### src/rtl/rv32_pkg.sv
// Shared RV32I constants and the writeback entry type used by the
// register-file write-side front end.
package rv32_pkg;
  localparam int REG_ADDR_W = 5;
  localparam int RV_XLEN    = 32;

  localparam logic [2:0] F3_LB  = 3'b000;
  localparam logic [2:0] F3_LH  = 3'b001;
  localparam logic [2:0] F3_LW  = 3'b010;
  localparam logic [2:0] F3_LBU = 3'b100;
  localparam logic [2:0] F3_LHU = 3'b101;

  typedef struct packed {
    logic [REG_ADDR_W-1:0] rd;
    logic [RV_XLEN-1:0]    data;
  } wb_entry_t;
endpackage

### src/rtl/regfile_writeback_load_align.sv
// Load data lane select and sign/zero extension. Purely combinational;
// misaligned offsets are not flagged, the selected lane is used as-is.
module regfile_writeback_load_align
  import rv32_pkg::*;
#(
  parameter int XLEN = 32
) (
  input  logic [2:0]      funct3,
  input  logic [1:0]      offset,
  input  logic [XLEN-1:0] data,
  output logic [XLEN-1:0] result
);

  logic [7:0]  byte_lane;
  logic [15:0] half_lane;

  assign byte_lane = data[8*offset +: 8];
  assign half_lane = data[16*offset[1] +: 16];

  always_comb begin
    result = data;
    unique case (funct3)
      F3_LB:   result = {{(XLEN-8){byte_lane[7]}}, byte_lane};
      F3_LBU:  result = {{(XLEN-8){1'b0}}, byte_lane};
      F3_LH:   result = {{(XLEN-16){half_lane[15]}}, half_lane};
      F3_LHU:  result = {{(XLEN-16){1'b0}}, half_lane};
      F3_LW:   result = data;
      default: result = data;
    endcase
  end

endmodule

### src/rtl/regfile_writeback.sv
// Merges load and ALU results onto the single register-file write port,
// buffering ALU results behind loads and tracking in-flight load targets.
module regfile_writeback
  import rv32_pkg::*;
#(
  parameter int ALU_FIFO_DEPTH = 2,
  parameter int XLEN           = 32
) (
  input  logic                  clk,
  input  logic                  rst,
  input  logic                  alu_valid,
  output logic                  alu_ready,
  input  logic [REG_ADDR_W-1:0] alu_rd,
  input  logic [XLEN-1:0]       alu_data,
  input  logic                  ld_valid,
  input  logic [REG_ADDR_W-1:0] ld_rd,
  input  logic [2:0]            ld_funct3,
  input  logic [1:0]            ld_offset,
  input  logic [XLEN-1:0]       ld_data,
  input  logic                  sb_set,
  input  logic [REG_ADDR_W-1:0] sb_set_rd,
  input  logic [REG_ADDR_W-1:0] rs1,
  input  logic [REG_ADDR_W-1:0] rs2,
  output logic                  busy1,
  output logic                  busy2,
  output logic                  rf_we,
  output logic [REG_ADDR_W-1:0] rf_rd,
  output logic [XLEN-1:0]       rf_wdata
);

  localparam int PW = $clog2(ALU_FIFO_DEPTH);
  localparam int CW = PW + 1;

  // ---------------- load extension ----------------
  logic [XLEN-1:0] ld_ext;

  regfile_writeback_load_align #(.XLEN(XLEN)) u_align (
    .funct3 (ld_funct3),
    .offset (ld_offset),
    .data   (ld_data),
    .result (ld_ext)
  );

  // ---------------- ALU result FIFO ----------------
  wb_entry_t           fifo [ALU_FIFO_DEPTH];
  logic [PW-1:0]       wr_ptr, rd_ptr;
  logic [CW-1:0]       count;
  logic                empty, full, push, pop, bypass;
  logic [ALU_FIFO_DEPTH-1:0] live;

  assign empty     = (count == '0);
  assign full      = (count == CW'(ALU_FIFO_DEPTH));
  assign pop       = !ld_valid && !empty;
  assign bypass    = !ld_valid && empty && alu_valid;
  assign alu_ready = !full || pop;
  assign push      = alu_valid && alu_ready && !bypass;

  function automatic logic [PW-1:0] slot_off(input logic [PW-1:0] idx,
                                             input logic [PW-1:0] base);
    return idx - base;
  endfunction

  // An entry is live when its distance from the head is below the count.
  always_comb begin
    live = '0;
    for (int i = 0; i < ALU_FIFO_DEPTH; i++)
      live[i] = ({1'b0, slot_off(PW'(i), rd_ptr)} < count);
  end

  always_ff @(posedge clk) begin
    if (rst) begin
      wr_ptr <= '0;
      rd_ptr <= '0;
      count  <= '0;
    end else begin
      if (push) wr_ptr <= wr_ptr + PW'(1);
      if (pop)  rd_ptr <= rd_ptr + PW'(1);
      unique case ({push, pop})
        2'b10:   count <= count + CW'(1);
        2'b01:   count <= count - CW'(1);
        default: count <= count;
      endcase
    end
  end

  always_ff @(posedge clk) begin
    if (push) begin
      fifo[wr_ptr].rd   <= alu_rd;
      fifo[wr_ptr].data <= alu_data;
    end
  end

  // ---------------- port arbitration ----------------
  wb_entry_t sel;
  logic      sel_valid;

  always_comb begin
    sel_valid = 1'b0;
    sel       = '0;
    if (ld_valid) begin
      sel_valid = 1'b1;
      sel.rd    = ld_rd;
      sel.data  = ld_ext;
    end else if (!empty) begin
      sel_valid = 1'b1;
      sel       = fifo[rd_ptr];
    end else if (alu_valid) begin
      sel_valid = 1'b1;
      sel.rd    = alu_rd;
      sel.data  = alu_data;
    end
  end

  always_ff @(posedge clk) begin
    if (rst) begin
      rf_we    <= 1'b0;
      rf_rd    <= '0;
      rf_wdata <= '0;
    end else begin
      rf_we    <= sel_valid && (sel.rd != '0);
      rf_rd    <= sel.rd;
      rf_wdata <= sel.data;
    end
  end

  // ---------------- load scoreboard ----------------
  logic [31:0] sb, sb_next;

  // Set is applied after clear so a same-cycle reissue keeps the bit.
  always_comb begin
    sb_next = sb;
    if (ld_valid) sb_next[ld_rd]     = 1'b0;
    if (sb_set)   sb_next[sb_set_rd] = 1'b1;
    sb_next[0] = 1'b0;
  end

  always_ff @(posedge clk) begin
    if (rst) sb <= '0;
    else     sb <= sb_next;
  end

  // ---------------- hazard query ----------------
  always_comb begin
    busy1 = sb[rs1] || (rf_we && (rf_rd == rs1));
    busy2 = sb[rs2] || (rf_we && (rf_rd == rs2));
    for (int i = 0; i < ALU_FIFO_DEPTH; i++) begin
      if (live[i] && (fifo[i].rd == rs1)) busy1 = 1'b1;
      if (live[i] && (fifo[i].rd == rs2)) busy2 = 1'b1;
    end
    if (rs1 == '0) busy1 = 1'b0;
    if (rs2 == '0) busy2 = 1'b0;
  end

endmodule

### config.mk
export PLATFORM = sky130hd
export DESIGN_NAME = regfile_writeback
export DESIGN_NICKNAME = d
export VERILOG_FILES = /design/src/rtl/rv32_pkg.sv /design/src/rtl/regfile_writeback_load_align.sv /design/src/rtl/regfile_writeback.sv
export SDC_FILE = /design/constraint.sdc
export NUM_CORES = 1
export LEC_CHECK = 0
export ABC_AREA = 1
export CAP_MARGIN = 20
export CORE_MARGIN = 4
export CORE_UTILIZATION = 35
export CTS_CLUSTER_DIAMETER = 60
export DETAILED_ROUTE_END_ITERATION = 8
export GPL_TIMING_DRIVEN = 0
export HOLD_SLACK_MARGIN = 0.08
export SYNTH_ARGS = -nofsm -noshare
export SYNTH_HDL_FRONTEND = slang
export SYNTH_SLANG_ARGS = --single-unit
### constraint.sdc
create_clock -name clk -period 3.9 [get_ports clk]
set_clock_uncertainty 0.15 [all_clocks]
set_input_delay 0.39 -clock clk [delete_from_list [all_inputs] [get_ports clk]]
set_output_delay 0.39 -clock clk [all_outputs]
set_load 0.05 [all_outputs]
==> metrics.md <==
| Metric | Value |
|---|---|
| Finished Core Util | between 40% and 50% |
| # Post-CTS Setup Buffers | 0 |
| Clock power share | between 30% and 40% |
| Max cap viols | 0 |
| CTS tree | done |
| Worst Setup Path Type | input port to output pin |
| Reg power frac | just under 40% |
| I/O pin total | 140 |
| Worst Path Max Fanout | 10 |
| # resized after CTS | 0 |
| # hold bufs at CTS | 0 |
| Wire per inst | 17.5 µm |
| Cell accounting for the most synthesized area | edfxtp_1 |
| Top-count cell post-synth | nand2_1 |
| Main synth FF type | edfxtp_1 |
| Reg-to-reg startpoint | count[0]$_SDFFE_PP0P_ |
| Pre-CTS setup slack | between 0.4 and 0.5 ns |
| Layout cell share with drive strength beyond 1 | under 10% |
| Endpoints failing hold | 0 |
| Switching Share | 34.1% |
| CP Capture Type | output pin |
| Clock transition at path regs | 0.07 ns |
| Routed vias/inst | a little over 5 |
| Post-synth EDFFs | 74 |
| Synth top area share | between 20 and 30% |
| Post-synthesis cell type count | a little over 40 |
| Number of global-route vias before repair | roughly 7200 |
| Cells after Synth | approximately 980 |
| CTS H-Tree Depth | 4 |
| Final HPWL DP | around 19 mm |
| Remaining antenna violation count after routing | 0 |
| Synth area leaders | edfxtp_1 29%, dfxtp_1 19%, nand2_1 12% |
| Via count | 7263 |
| Cell count of the worst reg-to-reg path | 5 |
| Worst setup margin | ~0.46 ns |
| Num rows | 53 |
| WHS Endpoint | rf_wdata[2]$_SDFF_PP0_ |
| Startpoint class of the critical path | input port |
| Leakage | 0.00407 µW |
| Total GRT Usage | between 20% and 30% |
| Hold_sp | rst |
| Ys async rst share | 0% |
| Post-Syn Area | 7690 µm² |
| Sequential-to-total area share from yosys stat | ~48% |
| Clock Latency Late Sink | ~0.43 ns |
| Flop and latch count out of synthesis | 148 |
| Commonest cells in the netlist | 246 x nand2_1, 101 x o21ai_0, 96 x inv_1, 86 x nand3_1, 85 x nor2_1 |
| Chip width | roughly 160 µm |
| Gr ovfl total | 0 |
| Clk root buf | clkbuf_16 |
| Initial Utilization | between 30% and 40% |
| Syn-to-layout area delta | 31.0% |
| Cell Count Post-Placement | about 1400 |
| Critical Path AT | between 2 and 3 ns |
| Antenna violations before repair | 1 |
| Final setup fails | 0 |
| CP required | around 3.4 ns |
| RSZ-0062 raised after global routing | false |
| Synth Area per Inst | approximately 8 µm² |
| Final Non-Filler Cells | between 1000 and 1500 |
| Max-slew violations | 0 |
| Max IR drop VDD | approximately 0.24 mV |
| Hold WC Path Type | input port to flop |
| Minimum clock period | approximately 3.4 ns |
| DRT Pass-1 Iters | 5 |
| Drt drc | 0 |
| FF-to-FF End | fifo[1][11]$_DFFE_PP_ |
| Clock Tree Buf Depth | 2 |
| Clk sinks | 148 |
| Core area | 21400 µm² |
| Worst R2R Setup Slack | 1.73 ns |
| Sw power | around 1600 µW |
| Die area | 24400 µm² |
| Rel. slew slack | between 30% and 40% |
| F_max | between 200 and 300 MHz |
| Die H | 156 µm |
| Final Cycle Share | approximately 88% |
| Post-layout nets | roughly 1200 |
| Port Buffers | 133 |
| Gpl congestion | approximately 0.9 |
| TritonCTS Buffers | 17 |
| Internal power | 3160 µW |
| Combinational Power Share | about a quarter |
| WL final | 25.0 mm |
| Post-Syn Nets | 1083 |
| First-pass GRT wire length | about 39 mm |
| Hold depth | 2 |
| Total number of yosys warnings | 0 |
| PwrDens | ~480 nW/µm² |
| Outcome | finished clean |
| Slew @ Worst Pin | between 0.9 and 1 ns |
| Starting DRT DRC Count | 600 |
| Largest net degree at the start of global routing | 22 |
==> power groups by stage <==
stage | clock [µW] | sequential [µW] | combinational [µW]
6_report | 1700 | 1850 | 1240
5_1_grt | 1790 | 1870 | 1350
4_1_cts | 1720 | 1850 | 1250
3_5_place_dp | 0 | 1890 | 1240
3_3_place_gp | 0 | 1890 | 1200
2_1_floorplan | 0 | 2070 | 570
==> metrics by stage <==
| stage | TNS (ns) | power [µW] | hold slack, ns | area [µm²] |
|---|---|---|---|---|
| after floorplan | 0 | 2640 | 0.300 | 7690 |
| after global placement | -33.53 | 3090 | 0.310 | 9370 |
| after detailed placement | 0 | 3120 | 0.317 | 9470 |
| after CTS | 0 | 4820 | 0.0943 | 10100 |
| after global routing | 0 | 5000 | 0.0988 | 10100 |
| final | 0 | 4790 | 0.108 | 10100 |
==> worst max-delay path, stage by stage <==
cell,delay [ns]
clkdlybuf4s50_1,0.49
clkinv_1,0.24
buf_2,0.29
nand2_1,0.10
nand3_1,0.09
nand3_1,0.10
nand3_1,0.08
nand2_1,0.08
nand2_1,0.05
nand3_1,0.07
nand2_1,0.06
inv_1,0.06
clkdlybuf4s50_1,0.79
==> flip-flops by register name (all words and copies together) (netlist names), named ones only <==
signal / count
rf_rd: 5
wr_ptr: 1
sb: 31
rf_wdata: 32
rd_ptr: 1
rf_we: 1
count: 2
fifo: 74
==> cell families (layout without fill, tap and decap cells) <==
logic type | after synthesis | count (layout) | synth area share (%)
AOI/OAI and AO/OA | 204 | 204 | 14.1
xor gates and xnor gates | 8 | 8 | 0.911
adders and majority gates | 1 | 1 | 0.163
buffers and inverters | 147 | 315 | 8.63
DFF | 148 | 148 | 48.1
muxes | 25 | 25 | 3.25
other | 0 | 1 | 0
and+or+nand+nor | 450 | 450 | 24.8
==> metal layers <==
metal | vias to the layer above | part of all wire [%] | global-route usage [%]
met1 | 3351 | 44 | 26.9
li1 | 3592 | - | -
met4 | 2 | 1.4 | 5.29
met5 | - | 0.052 | 0
met2 | 292 | 47 | 33.8
met3 | 26 | 8.1 | 5.37
==> cell usage in the layout (no fill, tap or decap), drive strengths merged, types with 3 or more instances in the layout <==
master | Yosys | final
a31oi | 6 | 6
clkdlybuf4s50 | 0 | 133
edfxtp | 74 | 74
nand2 | 248 | 248
clkinv | 3 | 7
o211ai | 15 | 15
inv | 100 | 108
nor2 | 88 | 88
or2 | 3 | 3
xor2 | 7 | 7
a21oi | 78 | 78
buf | 28 | 31
mux2i | 25 | 25
o21ai | 102 | 102
clkbuf | 15 | 32
dfxtp | 74 | 74
nor3 | 12 | 12
nand3 | 96 | 96
==> worst max path at each step <==
| stage | endpoint | startpoint | slack, ns |
|---|---|---|---|
| detailed placement | busy1 | rs1[0] | 0.48 |
| floorplan | fifo[0][0]$_DFFE_PP_ | ld_valid | 0.54 |
| finish | busy1 | rs1[0] | 0.46 |
| global route | busy1 | rs1[0] | 0.29 |
| CTS | busy1 | rs1[0] | 0.47 |
| global placement | fifo[1][7]$_DFFE_PP_ | ld_valid | -0.48 |
==> area by class of cell <==
class	instances	area, µm²
Antenna cell	1	2.50
Buffer	44	278
Clock buffer	17	425
Clock inverter	15	185
Fill cell	2151	11300
Inverter	103	387
Multi-Input combinational cell	688	3340
Sequential cell	148	3700
Tap cell	275	344
Timing Repair Buffer	136	1410
(Power assumes the default switching activity.)
